### config.mk
export PLATFORM = sky130hd
export DESIGN_NAME = mux4_rr_arbiter
export DESIGN_NICKNAME = d
export VERILOG_FILES = /design/src/rtl/mux4_rr_arbiter.sv
export SDC_FILE = /design/constraint.sdc
export NUM_CORES = 1
export LEC_CHECK = 0
export BUFFER_PORTS_ARGS = -buffer_cell sky130_fd_sc_hd__clkbuf_2
export CAP_MARGIN = 10
export CELL_PAD_IN_SITES_DETAIL_PLACEMENT = 0
export CELL_PAD_IN_SITES_GLOBAL_PLACEMENT = 2
export CORE_ASPECT_RATIO = 0.8
export CORE_MARGIN = 8
export CORE_UTILIZATION = 27
export CTS_CLUSTER_DIAMETER = 120
export DETAILED_ROUTE_END_ITERATION = 6
export PLACE_DENSITY_LB_ADDON = 0.1
export SYNTH_ARGS = -nofsm -noshare
export SYNTH_HDL_FRONTEND = slang
export SYNTH_SLANG_ARGS = --single-unit
### constraint.sdc
create_clock -name clk -period 3.4 [get_ports clk]
set_clock_uncertainty 0.2 [all_clocks]
set_input_delay 0.51 -clock clk [delete_from_list [all_inputs] [get_ports clk]]
set_output_delay 0.51 -clock clk [all_outputs]
set_load 0.02 [all_outputs]
### src/rtl/mux4_rr_arbiter.sv
// Round-robin arbiter for a shared 4:1 output channel.
// Drives the registered one-hot grant, mux select and captured data word, and
// forces rotation after MAX_HOLD consecutive cycles whenever another requester waits.
module mux4_rr_arbiter #(
    parameter int DW       = 8,
    parameter int MAX_HOLD = 4
) (
    input  logic            clk,
    input  logic            rst_n,
    input  logic [3:0]      req,
    input  logic [4*DW-1:0] in,
    output logic [3:0]      grant,
    output logic [1:0]      sel,
    output logic            valid,
    output logic [DW-1:0]   out,
    output logic [7:0]      hold_cnt
);

    typedef enum logic {IDLE, GRANT} state_e;

    localparam logic [7:0] MAX_HOLD_C = 8'(MAX_HOLD);

    state_e          state_q, state_d;
    logic [1:0]      ptr_q, ptr_d;
    logic [1:0]      sel_q, sel_d;
    logic [3:0]      grant_q, grant_d;
    logic [DW-1:0]   out_q, out_d;
    logic [7:0]      hold_q, hold_d;
    logic [3:0]      others;
    logic [2:0]      pick;

    // First asserted request scanning base, base+1, ... (mod 4); returns {found, index}
    function automatic logic [2:0] rr_pick(input logic [3:0] r, input logic [1:0] base);
        logic [2:0] res;
        logic [1:0] idx;
        res = '0;
        for (int unsigned i = 0; i < 4; i++) begin
            idx = base + 2'(i);
            if (!res[2] && r[idx]) res = {1'b1, idx};
        end
        return res;
    endfunction

    // State register: all arbiter flops with asynchronous active-low reset
    always_ff @(posedge clk or negedge rst_n) begin
        if (!rst_n) begin
            state_q <= IDLE;
            ptr_q   <= '0;
            sel_q   <= '0;
            grant_q <= '0;
            out_q   <= '0;
            hold_q  <= '0;
        end else begin
            state_q <= state_d;
            ptr_q   <= ptr_d;
            sel_q   <= sel_d;
            grant_q <= grant_d;
            out_q   <= out_d;
            hold_q  <= hold_d;
        end
    end

    // Next-state logic: pick owner, apply release/preemption, advance pointer and hold count
    always_comb begin
        state_d = state_q;
        ptr_d   = ptr_q;
        sel_d   = sel_q;
        hold_d  = hold_q;
        others  = req & ~grant_q;
        pick    = '0;
        case (state_q)
            IDLE: begin
                pick = rr_pick(req, ptr_q);
                if (pick[2]) begin
                    state_d = GRANT;
                    sel_d   = pick[1:0];
                    hold_d  = 8'd1;
                end
            end
            GRANT: begin
                // Release and preemption share one path: scanning from owner+1 over the
                // other requesters never returns the current owner.
                if (!req[sel_q] || (hold_q == MAX_HOLD_C && |others)) begin
                    ptr_d = sel_q + 2'd1;
                    pick  = rr_pick(others, sel_q + 2'd1);
                    if (pick[2]) begin
                        sel_d  = pick[1:0];
                        hold_d = 8'd1;
                    end else begin
                        state_d = IDLE;
                        hold_d  = '0;
                    end
                end else if (hold_q < MAX_HOLD_C) begin
                    hold_d = hold_q + 8'd1;
                end
            end
            default: state_d = IDLE;
        endcase
    end

    // Output logic: registered grant/data follow the next owner; ports mirror the flops
    always_comb begin
        grant_d = '0;
        out_d   = '0;
        if (state_d == GRANT) begin
            grant_d = 4'b0001 << sel_d;
            for (int unsigned i = 0; i < 4; i++) begin
                if (sel_d == 2'(i)) out_d = in[i*DW +: DW];
            end
        end
        grant    = grant_q;
        sel      = sel_q;
        valid    = |grant_q;
        out      = out_q;
        hold_cnt = hold_q;
    end

endmodule

# Word-level counts from Yosys, hierarchy flattened
# Cells that the tools add are included.
# W data, S select, Z words.
# op_classes
n_addsub	8
mul	0
n_div	0
magnitude_cmp	10
n_eq_ne	6
n_shift	1
n_mux	57
bitwise	3
n_reduce_logical	20
# ops
cell	n
$mux W8	8
$mux W3	20
$lt A2 B3 Y1 const B	9
$bmux W1 S2	9
$pmux W8 S2	1
$mux W1	13
$add A2 B2 Y2 const B	4
$add A8 B1 Y8 const B	1
$eq A8 B3 Y1 const B	1
$lt A8 B3 Y1 const B	1
$reduce_or A4 Y1	2
$logic_and A1 B1 Y1	7
$logic_not A1 Y1	7
$add A2 B1 Y2 const B	3
$mux W2	3
$and A4 B4 Y4	1
$eq A2 B2 Y1 const B	2
$mux W4	1
$not A4 Y4	1
$pmux W2 S2	1
$reduce_and A2 Y1	2
$shl A1 B2 Y4 const A	1
$ne A3 B1 Y1 const B	1
$eq A2 B1 Y1 const B	1
other kinds (5)	5
# totals
reg_bits	25
latchBits	0
ramBits	0
mem_bits_ro	0
inputBits	38
wordCells	111
mem_count	0

# Longest topological paths before layout
# depth
word_depth	31
mapped_depth	10
ltp_nobuf	8

# Worst setup path before layout
# Ideal clock, no wire load.
# synth_timing
path_kind	reg-to-reg
start	reg sel_q[0] (netlist: sel[0])
end	reg out_q[6] (netlist: out[6])
setup_time_ps	137
arrival_ps	2237
t_required_ps	3063
slack_ps	826
path_stages_with_launch	10
path_buffers	3
period_less_slack_ps	2574
path_cell_list	dfrtp_1 > buf_6 > mux4_2 > o31a_1 > buf_2 > nand2b_4 > o221a_2 > buf_4 > mux2i_1 > o22ai_2
# synth_via
elab_chain_len	30
# synth_lines
element	line	rtl
from (decl)	25	logic [1:0] sel_q, sel_d;
from (signal assigned)	56	sel_q <= sel_d;
$add A2 B1 Y2	85	pick = rr_pick(others, sel_q + 2'd1);
$bmux W1 S2	39	if (!res[2] && r[idx]) res = {1'b1, idx};
$mux W1 (implied by the code)	39	
$mux W3	39	
$mux W3	83	if (!req[sel_q] || (hold_q == MAX_HOLD_C && |others)) begin
$mux W3	71	case (state_q)
$logic_not A1 Y1	39	
$logic_and A1 B1 Y1	39	
[... 12 more ...]	--	
$mux W3	71	
$mux W2	86	if (pick[2]) begin
$mux W2	83	
$pmux W2 S2	71	
$logic_not A2 Y1	108	if (sel_d == 2'(i)) out_d = in[i*DW +: DW];
$mux W8 (4 in a row)	108	
$mux W8 *	105	if (state_d == GRANT) begin
named net out_d[6]	27	logic [DW-1:0] out_q, out_d;
to (signal assigned)	58	out_q <= out_d;
to (decl)	27	
# The timed path passes the listed nets; every way through them passes the cells marked *. The select of a mux whose other input is x is not followed.
# A chain may end at the register's enable or synchronous reset.

# Final worst setup path
# layout_timing
start	reg grant_q[1] (netlist: grant[1])
end	reg out_q[6] (netlist: out[6])
# layout_via
elab_chain_len	31
# layout_lines
element	line	rtl
from (decl)	26	logic [3:0] grant_q, grant_d;
from (signal assigned)	57	grant_q <= grant_d;
$not A4 Y4 *	69	others = req & ~grant_q;
$and A4 B4 Y4 *	69	
$bmux W1 S2	39	
$mux W1 (implied by the code)	39	
$mux W3	39	
$mux W3	83	
$mux W3	71	
$logic_not A1 Y1	39	
[... 13 more ...]	--	
$mux W3	71	
$mux W2	86	
$mux W2	83	
$pmux W2 S2	71	
$logic_not A2 Y1	108	
$mux W8 (4 in a row)	108	
$mux W8 *	105	
named net out_d[6]	27	
# Marked as above.

==> flow_metrics.env <==
export IMPL_grt_pass1_wl_um=6620
export IMPL_cts_clk_slew_worst_paths_ps=90
export IMPL_postSynthCellCount=143
export IMPL_cts_buffers=3
export IMPL_syn_cell_area_um2=1440
export IMPL_synth_mux_area_share_pct=14.1
export IMPL_fill_cells=522
export IMPL_ir_drop_v=0.000339
export IMPL_ant_nets=0
export IMPL_die_area_um2=7940
export IMPL_synth_xor_area_share_pct=0.608
export IMPL_yosys_top_cells_area="dfrtp_1, mux2i_1, nor2_1, a21oi_1, o22ai_1"
export IMPL_antenna_cells=0
export IMPL_dpl_cell_area_um2=1780
export IMPL_num_rows=23
export IMPL_final_instance_count_excl_fill=263
export IMPL_final_nets=242
export IMPL_synth_compound_area_share_pct=18.1
export IMPL_ys_types=41
export IMPL_syn_nets=183
export IMPL_rsz0062_at_grt="no"
export IMPL_initialDrtViolationCount=104
export IMPL_routabilityCongestion=0.804
export IMPL_synth_warnings=0
export IMPL_post_drt_wl_per_cell_um=15.3
export IMPL_die_y_um=81.3
export IMPL_syn2layout_area_growth_pct=26.8
export IMPL_run_status="finished, final reports clean"
export IMPL_clkLatencyLatePin_ps=270
export IMPL_crit_path_start_kind="flip-flop"
export IMPL_ctsResizeCount=0
export IMPL_track_usage_pct=10.2
export IMPL_period_needed_ps=2790
export IMPL_synth_main_ff_cell="dfrtp_1"
export IMPL_synth_top_area_share_pct=43.4
export IMPL_hpwlAfterDp_um=3220
export IMPL_drive_gt1_share_pct=36.3
export IMPL_final_max_slew_viol_count=0
export IMPL_setup_violations_final=0
export IMPL_postCtsSetupRepairBufs=0
export IMPL_drv_cap=0
export IMPL_grt_max_degree=26
export IMPL_ys_seq_area_share_pct=43.4
export IMPL_reg2reg_setup_slack_ps=610
export IMPL_critPathMaxFanout=20
export IMPL_root_buffer="clkbuf_8"
export IMPL_wirelength_um=4010
export IMPL_yosysTopAreaCell="dfrtp_1"
export IMPL_cp_required_ps=3340
export IMPL_critPathArrivalTime_ps=2730
export IMPL_grt_antenna_before_repair=0
export IMPL_finalSetupTns_ps=0
export IMPL_ys_ff_latch=25
export IMPL_worst_setup_path_end_kind="flip-flop"
export IMPL_synthArstFlopShare_pct=100
export IMPL_synth_edf_count=0
export IMPL_cts_tree="yes"
export IMPL_drt_pass1_iterations=4
export IMPL_leakage_nw=0.963
export IMPL_initial_core_util_pct=28.4
export IMPL_port_buffers=60
export IMPL_design_area_um2=1830
export IMPL_fin_util_pct=36.0
export IMPL_grt_overflow_total=0
export IMPL_power_density_nw_per_um2=960
export IMPL_post_route_drc_count=0
export IMPL_core_um2=5060
export IMPL_io_pins=61
export IMPL_yosys_area_share_simple_pct=16.6
export IMPL_grt_pass1_vias=1387
export IMPL_maxSlewHeadroom_pct=58.3
export IMPL_clockBufferDepth=2
export IMPL_criticalPathCategory="reg -> reg"
export IMPL_syn_area_per_cell_um2=10.1
export IMPL_cts_max_level=1
export IMPL_maxClockFrequency_mhz=358
export IMPL_synth_top_family_by_area="compound AO/OA/AOI/OAI gates"
export IMPL_num_vias=1265
export IMPL_hp_class="in -> async"
export IMPL_via_per_inst=4.81
export IMPL_dp_cells=259
export IMPL_die_w_um=97.7
export IMPL_total_power_mw=1.75
export IMPL_period_share_pct=82.1
export IMPL_yosys_area_share_adder_pct=1.74
export IMPL_tightestPinTransition_ps=626
export IMPL_cts_hold_buf=0
export IMPL_clock_sinks=25
export IMPL_hold_viol=0
-- power breakdown --
group / internal [mW] / switching [mW]
Sequential: 0.416 / 0.115
Combinational: 0.436 / 0.607
Clock: 0.0829 / 0.0954
Total: 0.936 / 0.818
-- cells by family (layout without fill, tap and decap cells) --
logic type | count (synthesis) | in the layout
xor+xnor | 1 | 1
mux | 19 | 19
fa+ha+maj | 2 | 2
flops | 25 | 25
buf+inv | 15 | 73
compound gates | 37 | 37
simple gates | 44 | 44
-- worst paths after layout --
kind                           from           to  cells past startpoint
setup reg to reg           grant[1]       out[6]                      8
setup / recovery           grant[1]       out[6]                      8
hold / removal                rst_n     grant[2]                      1
max in group asynchronous     rst_n  hold_cnt[0]                      1
hold reg to reg            ptr_q[0]     ptr_q[0]                      2
min in group clk             in[14]       out[6]                      3
-- metal layers --
metal  up-vias  GRT usage (%)  share of wire, %
met1       581           11.9                46
met4         0           2.71               1.0
li1        642              -                 -
met3         2           4.07               7.1
met5         -              0                 0
met2        40           17.4                46
-- cell usage in the layout (no fill, tap or decap), types with 2 or more instances in the layout --
master,synthesis,final
a211oi_1,3,3
a21oi_1,8,8
a31oi_1,2,2
a41oi_1,2,2
and2b_1,2,2
and3_1,3,3
clkbuf_2,0,60
clkbuf_8,0,3
dfrtp_1,25,25
ha_1,2,2
inv_1,7,7
mux2i_1,18,18
nand2_1,7,7
nand2b_1,4,4
nand3b_1,2,2
nor2_1,14,14
nor2b_1,4,4
nor3_1,3,3
o21ai_0,4,4
o22ai_1,6,6
o22ai_2,2,2
-- registers in the layout (all words and copies together) (netlist names) --
register	flops
hold_cnt	8
grant	4
sel	2
out	8
ptr_q	2
state_q	1
-- Yosys cell counts (2+ instances only) --
master and number:
a211oi_1 3, a21oi_1 8, a31oi_1 2, a41oi_1 2, and2b_1 2, and3_1 3, buf_2 3, buf_6 2
dfrtp_1 25, ha_1 2, inv_1 7, mux2i_1 18, nand2_1 7, nand2b_1 4, nand3b_1 2, nor2_1 14
nor2b_1 4, nor3_1 3, o21ai_0 4, o22ai_1 6, o22ai_2 2
-- metrics by stage --
| stage | worst slack [ps] | hold WS (ps) |
|---|---|---|
| 3_3_place_gp | 454 | 311 |
| 5_1_grt | 401 | 89.7 |
| 4_1_cts | 561 | 72.1 |
| 6_report | 608 | 38.7 |
| 3_5_place_dp | 350 | 330 |
| 2_1_floorplan | 826 | 14.4 |
-- area by class of cell --
class                           count  area (um^2)  area share (%)
Clock buffer                        3         41.3            2.26
Clock inverter                      1         7.51           0.411
Inverter                            8         30.0            1.64
Multi-Input combinational cell    103          736            40.3
Sequential cell                    25          626            34.3
Tap cell                           62         77.6            4.25
Timing Repair Buffer               61          308            16.9
-- worst max-delay path, cell delays in order (launching register included) --
cell and delay (ps):
dfrtp_1 390, and2b_1 250, nor4_2 340, o31a_1 380, nand2b_4 210, o221a_2 200, buf_4 290, mux2i_1 280
o22ai_2 110
No activity file was read; power rests on OpenSTA's default activity.
